==> src/rtl/bpred_pkg.sv <==
// Shared definitions for the branch-predictor slice.
//   - 2-bit saturating counter encodings (strong/weak not-taken/taken)
//   - default table index width and global history width
package bpred_pkg;

   localparam int IDX_W_DEFAULT = 6;
   localparam int GHR_W_DEFAULT = 6;

   localparam logic [1:0] CTR_SNT = 2'b00;
   localparam logic [1:0] CTR_WNT = 2'b01;
   localparam logic [1:0] CTR_WT  = 2'b10;
   localparam logic [1:0] CTR_ST  = 2'b11;

endpackage

==> src/rtl/bpred_ctr_next.sv <==
// Next-state function of a 2-bit saturating direction counter.
// Ports:
//   ctr_i   : current counter value
//   taken_i : resolved outcome (1 = step toward strong-taken)
//   ctr_o   : counter after one saturating step
module bpred_ctr_next
   import bpred_pkg::*;
(
   input  logic [1:0] ctr_i,
   input  logic       taken_i,
   output logic [1:0] ctr_o
);

   always_comb begin
      ctr_o = ctr_i;
      if (taken_i) begin
         if (ctr_i != CTR_ST) ctr_o = ctr_i + 2'd1;
      end else begin
         if (ctr_i != CTR_SNT) ctr_o = ctr_i - 2'd1;
      end
   end

endmodule

==> src/rtl/gshare_predictor.sv <==
// Gshare conditional-branch direction predictor.
// A flop-based table of 2-bit counters is indexed by PC[IDX_W+1:2] XOR the
// global history. The prediction is registered (1-cycle latency). Updates
// come back from execute with the index handed out at prediction time and
// also shift the (non-speculative) global history.
// Ports:
//   clk, reset         : clock, asynchronous active-high reset
//   lk_valid, lk_pc    : lookup request and fetch PC
//   pred_valid/taken/idx : registered prediction and the index used
//   upd_valid/idx/taken  : resolved-branch update
//   ghr_out            : current global history register
module gshare_predictor
   import bpred_pkg::*;
#(
   parameter int IDX_W = IDX_W_DEFAULT,
   parameter int GHR_W = GHR_W_DEFAULT
)
(
   input  logic             clk,
   input  logic             reset,
   input  logic             lk_valid,
   input  logic [31:0]      lk_pc,
   output logic             pred_valid,
   output logic             pred_taken,
   output logic [IDX_W-1:0] pred_idx,
   input  logic             upd_valid,
   input  logic [IDX_W-1:0] upd_idx,
   input  logic             upd_taken,
   output logic [GHR_W-1:0] ghr_out
);

   localparam int DEPTH = 1 << IDX_W;

   logic [1:0]       tbl_q [DEPTH];
   logic [GHR_W-1:0] ghr_q, ghr_d;
   logic             pred_valid_q, pred_valid_d;
   logic             pred_taken_q, pred_taken_d;
   logic [IDX_W-1:0] pred_idx_q,   pred_idx_d;

   logic [IDX_W-1:0] lk_idx;
   logic [1:0]       upd_ctr;
   logic [1:0]       upd_ctr_nxt;
   logic [1:0]       lk_ctr;

   // PC bits outside the index field do not participate in the hash.
   logic unused_pc_bits;
   assign unused_pc_bits = ^{lk_pc[31:IDX_W+2], lk_pc[1:0]};

   // History is zero-extended to the index width before hashing.
   assign lk_idx  = lk_pc[IDX_W+1:2] ^ IDX_W'(ghr_q);
   assign upd_ctr = tbl_q[upd_idx];

   // One next-counter instance: its result is written back on update and
   // also forwarded to a same-cycle lookup hitting the same entry.
   bpred_ctr_next u_ctr_next (
      .ctr_i   (upd_ctr),
      .taken_i (upd_taken),
      .ctr_o   (upd_ctr_nxt)
   );

   always_comb begin
      lk_ctr = tbl_q[lk_idx];
      if (upd_valid && (upd_idx == lk_idx)) lk_ctr = upd_ctr_nxt;
   end

   always_comb begin
      ghr_d        = ghr_q;
      pred_valid_d = lk_valid;
      pred_taken_d = pred_taken_q;
      pred_idx_d   = pred_idx_q;
      if (upd_valid) ghr_d = (ghr_q << 1) | GHR_W'(upd_taken);
      if (lk_valid) begin
         pred_taken_d = lk_ctr[1];
         pred_idx_d   = lk_idx;
      end
   end

   always_ff @(posedge clk or posedge reset) begin
      if (reset) begin
         for (int i = 0; i < DEPTH; i++) tbl_q[i] <= CTR_SNT;
      end else if (upd_valid) begin
         tbl_q[upd_idx] <= upd_ctr_nxt;
      end
   end

   always_ff @(posedge clk or posedge reset) begin
      if (reset) begin
         ghr_q        <= '0;
         pred_valid_q <= 1'b0;
         pred_taken_q <= 1'b0;
         pred_idx_q   <= '0;
      end else begin
         ghr_q        <= ghr_d;
         pred_valid_q <= pred_valid_d;
         pred_taken_q <= pred_taken_d;
         pred_idx_q   <= pred_idx_d;
      end
   end

   assign pred_valid = pred_valid_q;
   assign pred_taken = pred_taken_q;
   assign pred_idx   = pred_idx_q;
   assign ghr_out    = ghr_q;

endmodule

==> config.mk <==
export PLATFORM = sky130hd
export DESIGN_NAME = gshare_predictor
export DESIGN_NICKNAME = d
export VERILOG_FILES = /design/src/rtl/bpred_pkg.sv /design/src/rtl/bpred_ctr_next.sv /design/src/rtl/gshare_predictor.sv
export SDC_FILE = /design/constraint.sdc
export NUM_CORES = 1
export LEC_CHECK = 0
export ABC_AREA = 1
export BUFFER_PORTS_ARGS = -buffer_cell sky130_fd_sc_hd__clkbuf_2
export CAP_MARGIN = 15
export CORE_MARGIN = 2
export CORE_UTILIZATION = 53
export CTS_CLUSTER_SIZE = 28
export DETAILED_ROUTE_END_ITERATION = 8
export HOLD_SLACK_MARGIN = 0.12
export PLACE_DENSITY = 0.7
export SKIP_LAST_GASP = 1
export SYNTH_ARGS = -nofsm -noshare
export SYNTH_HDL_FRONTEND = slang
export SYNTH_SLANG_ARGS = --single-unit
==> constraint.sdc <==
create_clock -name clk -period 5.5 [get_ports clk]
set_input_delay 0.275 -clock clk [delete_from_list [all_inputs] [get_ports clk]]
set_output_delay 0.275 -clock clk [all_outputs]
set_load 0.01 [all_outputs]
# ---- Yosys cells after proc, flatten, opt, wreduce, memory -nomap -nowiden
# Cells that the tools add are included.
dict set report op_classes {
  n_addsub 2
  magnitude_cmp 3
  n_eq_ne 2
  mux 13
  bitwise 4
  reduce_logical 3
}
# cell n
set ops {}
lappend ops {{$bwmux 128} 1}
lappend ops {{$bmux 2 s6} 2}
lappend ops {{$mux 2} 9}
lappend ops {{$ge 7x7->1 const B} 2}
lappend ops {{$not 6->7} 2}
lappend ops {{$demux 2 s6} 1}
lappend ops {{$lt 7x1->1 const B} 1}
lappend ops {{$eq 6x6->1} 1}
lappend ops {{$or 6x1->6} 1}
lappend ops {{$xor 6x6->6} 1}
lappend ops {{$add 2x1->2 const B} 1}
lappend ops {{$logic_and 1x1->1} 2}
lappend ops {{$ne 2x2->1 const B} 1}
lappend ops {{$reduce_bool 2->1} 1}
lappend ops {{$sub 2x1->2 const B} 1}
dict set report word_totals {
  ff_bits 142
  in_bits 43
  output_inout_bits 14
  wordCells 95
}

# ---- Longest topological paths before layout
# Gate-level depths: netlist (run 1).
dict set report depth {
  ltp_word 8
  depth_mapped 20
}

# ---- By module
# From an unflattened synthesis (run 1), not the netlist that was laid out.
dict set report hier_totals {
  hier_cells 971
  hier_area_um2 7293.2
}
# module n_inst cells_per_inst area_each_um2 seq_area_each_um2
set modules_own_cells {}
lappend modules_own_cells {gshare_predictor 1 965 7268.2 3553.4}
lappend modules_own_cells {bpred_ctr_next 1 6 25.0 0.0}

# ---- Worst setup path before layout (run 1)
# OpenSTA, ideal clock, no wires.
dict set report synth_timing {
  path_type {input-to-reg}
  startpoint {input port upd_idx[1]}
  endpoint {register tbl_q[105] (netlist bit)}
  setup_time_ns 0.129
  arrival_ns 1.740
  path_slack_ns 3.631
  cell_stages 18
  path_buffers 5
  path_cell_list {buf_4 > inv_2 > buf_4 > buf_2 > nand2_1 > nand2_1 > nand2_1 > nand2_1 > nand2_1 > nand2_1 > inv_2 > nand2_2 > nor2_4 > nand2_2 > nand2_2 > buf_6 > buf_12 > a21oi_4}
}
dict set report synth_between {
  elab_chain_cells 8
  elab_cells_between_ends 17
  classes_between {add/sub (2); order compare (2); eq/ne (1); mux (9); bitwise (1); reduce/logical (2)}
}
# element line
set synth_lines {}
lappend synth_lines {{start: declaration} gshare_predictor.sv:27} ;# input logic [IDX_W-1:0] upd_idx,
lappend synth_lines {{$not 6->7 (implied by the code) (*)} {gshare_predictor.sv:51, gshare_predictor.sv:82}}
lappend synth_lines {{$bmux 2 s6} gshare_predictor.sv:51} ;# assign upd_ctr = tbl_q[upd_idx];
lappend synth_lines {{$mux 2 (implied by the code) (2 in series)} gshare_predictor.sv:51}
lappend synth_lines {{$sub 2x1->2, or another cell as far along} bpred_ctr_next.sv:19} ;# if (ctr_i != CTR_SNT) ctr_o = ctr_i - 2'd1;
lappend synth_lines {{$mux 2, on equally long branches} {bpred_ctr_next.sv:19, bpred_ctr_next.sv:17}}
lappend synth_lines {{$mux 2} bpred_ctr_next.sv:16} ;# if (taken_i) begin
lappend synth_lines {{$bwmux 128 (*)} gshare_predictor.sv:82} ;# tbl_q[upd_idx] <= upd_ctr_nxt;
lappend synth_lines {{end signal: indexed assignment} gshare_predictor.sv:82}
lappend synth_lines {{end: declaration} gshare_predictor.sv:34} ;# logic [1:0] tbl_q [DEPTH];
# Every way passes the cells marked *; elsewhere a longest branch is shown, timed or not. The select of a mux whose other input is x is not followed.
# A chain may end at the register's enable or synchronous reset.

# ---- Final worst setup path (run 1)
dict set report layout_timing {
  startpoint {input port upd_idx[0]}
  endpoint {register tbl_q[30] (netlist bit)}
}
# The elaborated chain is that of the path after synthesis.

==> impl_metrics.tcl, run 1 <==
set metrics [dict create \
    regArea_um2 3550 \
    place_congestion 0.858 \
    syn_inst 1146 \
    final_cell_mix "478 x nand2_1, 142 x dfrtp_1, 130 x nor2_1" \
    cts_tree "done" \
    grt_pass1_wl_mm 36.1 \
    antenna_left 0 \
    synth_cell_type_count 31 \
    ys_ff_latch 142 \
    clock-root-buffer "clkbuf_16" \
    cp.required_ps 5790 \
    maxSlewViolCount 0 \
    slew_headroom_pct 34.0 \
    port_buffers 30 \
    seq_area_frac_synth_pct 42.2 \
    setup_viol_count_final 0 \
    yosysTopAreaCell "dfrtp_1" \
    min_period_ps 3020 \
    cts.clk_slew.worst_paths_ps 60 \
    cts_inserted_buffers 17 \
    core-area_um2 15700 \
    die_x_um 130 \
    die_area_um2 16900 \
    r2r-start "ghr_out[2]$_DFFE_PP0P_" \
    layout-drive-gt1-share_pct 12.5 \
    dp_hpwl_mm 13.8 \
    clock_path_buffers 2 \
    cp-endpoint "tbl_q[30]$_DFFE_PP0P_" \
    drt-initial-drc-count 693 \
    antenna_found_initial 0 \
    cts-htree-levels 4 \
    critPathCaptureType "register" \
    ir_drop_v 0.000237 \
    syn-num-nets 1189 \
    wl_per_cell_um 16.5 \
    yosysTopAreaCellShare_pct 42.2 \
    r2r-end "pred_taken$_DFFE_PP0P_" \
    busiest_layer "met2" \
    grt_max_degree 87 \
    syn_area_per_cell_um2 7.34 \
    drt-total-wl_mm 22.9 \
    grt_pass1_vias 6939 \
    grt_setup_unrepaired "false" \
    layout_commonest_cell "nand2_1" \
    globalRouteMet1Util_pct 37.7 \
    synth_area_um2 8420 \
    clk_latency_ps 430 \
    cp-start-kind "input pin" \
    use_met3_pct 4.51 \
    hp-class "input pin to register" \
    cts.sinks 142 \
    worst-path-max-fanout 55 \
    leakage_nw 4.43 \
    critPathArrivalTime_ps 3310 \
    rr_worst_depth 11 \
    grt_overflow 0 \
    synth_warnings 0 \
    setup_tns_ps 0 \
    firstDrtPassIters 5 \
    synthTopCellsByArea "dfrtp_1 42%, nand2_1 21%, a21oi_4 7.7%" \
    vias 7467 \
    fin_ws_ps 2480 \
    io_pins 57 \
    cts.repair.resized 0 \
    cts_hold_buf 2 \
    antenna_cells 0 \
    start_util_pct 53.6 \
    period_share_pct 55.0 \
    dp_slack_ps 2090 \
    post_drt_via_cell_ratio 5.38 \
    num-fill-cells 1497 \
    fin_skew_ps 12.2 \
    num_rows 46 \
    dpl-instance-area_um2 8580 \
    crit_path_start "upd_idx[0]" \
    nets 1202 \
    cts_setup_buffers 0 \
    path_class "input pin to register" \
    status "complete, no violations" \
    die_y_um 130 \
    grt.total_usage_pct 28.2 \
    multiInputGateArea_um2 4180 \
    hold_viol 0 \
    met2_usage_pct 46.2 \
    tightest_slew_ps 986 \
    syn2layout_area_growth_pct 9.90 \
    fmax_mhz 331 \
    hold_depth 3 \
    design_area_um2 9250 \
    drc 0 \
    pwr_density_cell_nw_per_um2 370 \
    maxCapViolCount 0 \
    r2r_setup_slack_ps 2700 \
]
==> area by class of cell <==
class,instances,area share (%)
Inverter,83,3.45
Tap cell,216,2.92
Clock buffer,21,4.98
Sequential cell,142,38.4
Clock inverter,11,2.03
Multi-Input combinational cell,870,45.2
Timing Repair Buffer,45,3.06
==> sequential cells by signal, summed over array words and instances (netlist names) <==
register,flops
pred_idx,6
pred_valid,1
tbl_q,128
ghr_out,6
pred_taken,1
==> worst max-delay path, cell delays in order <==
cell	delay (ps)
buf_4	380
buf_4	620
nand2_1	110
nand2_1	90
nand2_1	50
nand2_1	120
nand2_1	60
nand2_1	90
nand2_1	90
nand2_1	90
nor2_1	50
nand2_1	110
nand2_1	70
nand2_2	520
buf_4	400
a21oi_1	110
==> stage by stage <==
step / util, % / cells / power [mW] / hold WS, ps
5_1_grt: 58.9 / 1388 / 3.59 / 182
2_1_floorplan: - / 1146 / 1.96 / 306
4_1_cts: 58.9 / 1388 / 3.43 / 156
3_5_place_dp: 54.6 / 1354 / 2.15 / 424
3_3_place_gp: 54.6 / 1354 / 2.13 / 424
6_report: 58.9 / 1388 / 3.42 / 173
==> cells by family after synthesis <==
kind of cell | Yosys count | synth area share, %
flip-flops | 142 | 42.2
AND/OR/NAND/NOR | 688 | 32.5
XOR/XNOR | 3 | 0.312
buffers and inverters | 134 | 8.31
AO/OA/AOI/OAI | 179 | 16.7
==> report_power, final <==
| part | total, mW | switching (mW) | leakage, nW | internal [mW] |
|---|---|---|---|---|
| clock network | 1.28 | 0.455 | 0.309 | 0.826 |
| registers | 1.33 | 0.110 | 1.84 | 1.22 |
| logic | 0.810 | 0.533 | 2.27 | 0.277 |
| total | 3.42 | 1.10 | 4.43 | 2.32 |
==> cells in the mapped netlist <==
master,number
inv_4,1
xor2_1,2
inv_1,75
a21oi_4,40
buf_4,7
nor2_4,1
dfrtp_1,142
clkbuf_1,11
buf_2,19
o22ai_1,3
nand2_1,478
buf_12,4
clkinv_1,1
nor4_2,2
inv_2,6
o21ai_0,35
o211ai_1,6
xnor2_1,1
o21ai_1,44
a21oi_1,40
nor3_1,6
nor2_1,130
nor4_1,1
buf_6,9
nand2_2,4
nand4_1,5
nor3_2,2
or2_2,4
o21ai_2,11
nand3_1,55
buf_8,1
==> worst min path at each step <==
stage | startpoint | end | slack [ps]
after detailed placement | lk_valid | pred_valid$_DFF_PP0_ | 420
after CTS | upd_taken | ghr_out[0]$_DFFE_PP0P_ | 160
after global routing | upd_taken | ghr_out[0]$_DFFE_PP0P_ | 180
final | upd_taken | ghr_out[0]$_DFFE_PP0P_ | 170
after global placement | lk_valid | pred_valid$_DFF_PP0_ | 420
after floorplan | lk_valid | pred_valid$_DFF_PP0_ | 310
==> metal layers <==
layer / up-vias / part of all wire, %
met1: 3528 / 44
met2: 257 / 47
met5: - / 0
met4: 0 / 3.1
met3: 44 / 5.9
li1: 3638 / -
(Power assumes the default switching activity.)
==> inputs of run 2 (changes only) <==
==> constraint.sdc (replaced) <==
create_clock -name clk -period 2.8 [get_ports clk]
set_input_delay 0.14 -clock clk [delete_from_list [all_inputs] [get_ports clk]]
set_output_delay 0.14 -clock clk [all_outputs]
set_load 0.01 [all_outputs]
==> run 2 against run 1 <==
Compared with the run above:
- register-to-register slack got worse by 2100 ps
- clock skew shrank 3.6 ps
- combinational power grew 100%
- critical path depth is 5 lower
- via count down 0.56%
==> impl_metrics.tcl, run 2 (synthesis gave the netlist of run 1 again) <==
set metrics [dict create \
    status "complete, no violations" \
    fmax_mhz 449 \
    cts.sinks 142 \
    place_congestion 0.897 \
    grt_max_degree 143 \
    final_cell_mix "478 x nand2_1, 142 x dfrtp_1, 130 x nor2_1" \
    layout-drive-gt1-share_pct 13.7 \
    pwr_density_cell_nw_per_um2 715 \
    setup_tns_ps 0 \
    die_x_um 130 \
    syn2layout_area_growth_pct 12.4 \
    clock-root-buffer "clkbuf_16" \
    antenna_found_initial 0 \
    p_int_mw 4.63 \
    antenna_left 0 \
    fin_skew_ps 8.60 \
    vias 7425 \
    maxCapViolCount 0 \
    io_pins 57 \
    period_share_pct 79.6 \
    cp.required_ps 3120 \
    setup_viol_count_final 0 \
    num-fill-cells 1467 \
    pwr-share-seq_pct 38.5 \
    top_register "tbl_q" \
    die_area_um2 16900 \
    cts_inserted_buffers 17 \
    drt-total-wl_mm 22.4 \
    cp-start-kind "register" \
    dp.cells 1371 \
    layout_commonest_cell "nand2_1" \
    cts-htree-levels 4 \
    clock_path_buffers 2 \
    nets 1221 \
    grt_setup_unrepaired "false" \
    cts.clk_slew.worst_paths_ps 60 \
    antenna_cells 0 \
    core-area_um2 15700 \
    die_y_um 130 \
    power.share.clock_pct 37.5 \
    hp-class "input pin to register" \
    slew_headroom_pct 44.2 \
    min_period_ps 2230 \
    pwr-share-comb_pct 24.0 \
    grt_pass1_wl_mm 35.5 \
    critPathCaptureType "register" \
    finalNonFillerCells 1407 \
    post_drt_via_cell_ratio 5.28 \
    maxSlewViolCount 0 \
    grt_overflow 0 \
    dp_hpwl_mm 13.8 \
    grt.total_usage_pct 27.9 \
    leakage_nw 4.54 \
    clk_latency_ps 430 \
    swShare_pct 31.6 \
    worst-path-max-fanout 9 \
    ir_drop_v 0.000481 \
    drt-initial-drc-count 828 \
    multiInputGateArea_um2 4180 \
    grt_pass1_vias 6768 \
    start_util_pct 53.6 \
    final_util_pct 60.2 \
    num_rows 46 \
    hold_viol 0 \
    regArea_um2 3550 \
    wl_per_cell_um 15.9 \
    p_sw_mw 2.14 \
    drc 0 \
    cts_tree "done" \
    critPathArrivalTime_ps 2550 \
    firstDrtPassIters 6 \
    tightest_slew_ps 835 \
    largest_reg_flops 128 \
    port_buffers 30 \
    path_class "register to register" \
]
-- run 2: cell count changes in the layout (fill, tap and decap cells not counted) --
cell | before | now
dlygate4sd3_1 | 2 | 4
clkbuf_8 | 2 | 3
buf_4 | 13 | 26
clkinv_2 | 3 | 2
inv_6 | 1 | 0
clkinv_4 | 0 | 1
buf_12 | 1 | 5
-- run 2: through the flow --
| step | worst slack [ps] | hold WS (ps) | total power, mW | area [um2] |
|---|---|---|---|---|
| 2_1_floorplan | 883 | 171 | 3.86 | 8420 |
| 3_3_place_gp | 422 | 289 | 4.21 | 8760 |
| 3_5_place_dp | 434 | 288 | 4.24 | 8760 |
| 4_1_cts | 609 | 169 | 6.79 | 9460 |
| 5_1_grt | 419 | 208 | 7.13 | 9460 |
| 6_report | 572 | 199 | 6.77 | 9460 |
-- run 2: worst paths after layout --
check	startpoint	end	slack, ps	cells after the start
setup / recovery	ghr_out[2]$_DFFE_PP0P_	pred_taken$_DFFE_PP0P_	570	11
hold / removal	lk_pc[6]	pred_idx[4]$_DFFE_PP0P_	200	4
setup reg to reg	ghr_out[2]$_DFFE_PP0P_	pred_taken$_DFFE_PP0P_	570	11
hold reg to reg	tbl_q[43]$_DFFE_PP0P_	tbl_q[43]$_DFFE_PP0P_	480	2
max in group asynchronous	reset	tbl_q[100]$_DFFE_PP0P_	1730	4
min in group asynchronous	reset	tbl_q[40]$_DFFE_PP0P_	470	4
-- run 2: critical path: stages, from the launching register on --
cell and delay [ps]:
dfrtp_1 410, or2_2 300, nand2_1 80, clkinv_1 430, nor2_1 230, o22ai_1 80, nor4_1 230, nand2_1 120
inv_1 70, nand2_1 50, nand3_1 80, nand2_1 50
-- run 2: repair_timing --
action | 4_1_cts | 5_1_grt
gates resized for setup | 0 | 0
hold buffers | 4 | 0
buffers inserted | 0 | 0
endpoints found under the hold margin | 146 | 0
setup endpoints to repair | 0 | 0
-- run 2: layout make-up --
class	count	area share (%)
inverters	83	3.36
repair buffers	64	5.08
multi-input cells	870	44.2
clock buffers	22	5.01
flip-flops and latches	142	37.6
clock inverters	10	1.94
well taps	216	2.86
-- run 2: metal layers --
metal  up-vias  track usage, %  wire length, um
met5         -               0                0
met4         0            11.6              655
met3        45            4.26             1410
met2       265            44.9            10400
met1      3437            37.8             9940
li1       3678               -                -
-- run 2: power by group through the flow --
stage               registers (mW)  clock network (mW)  logic, mW
floorplan                     2.60                   0       1.26
global placement              2.63                   0       1.58
detailed placement            2.64                   0       1.61
CTS                           2.60                2.56       1.62
global route                  2.65                2.66       1.82
finish                        2.61                2.54       1.62
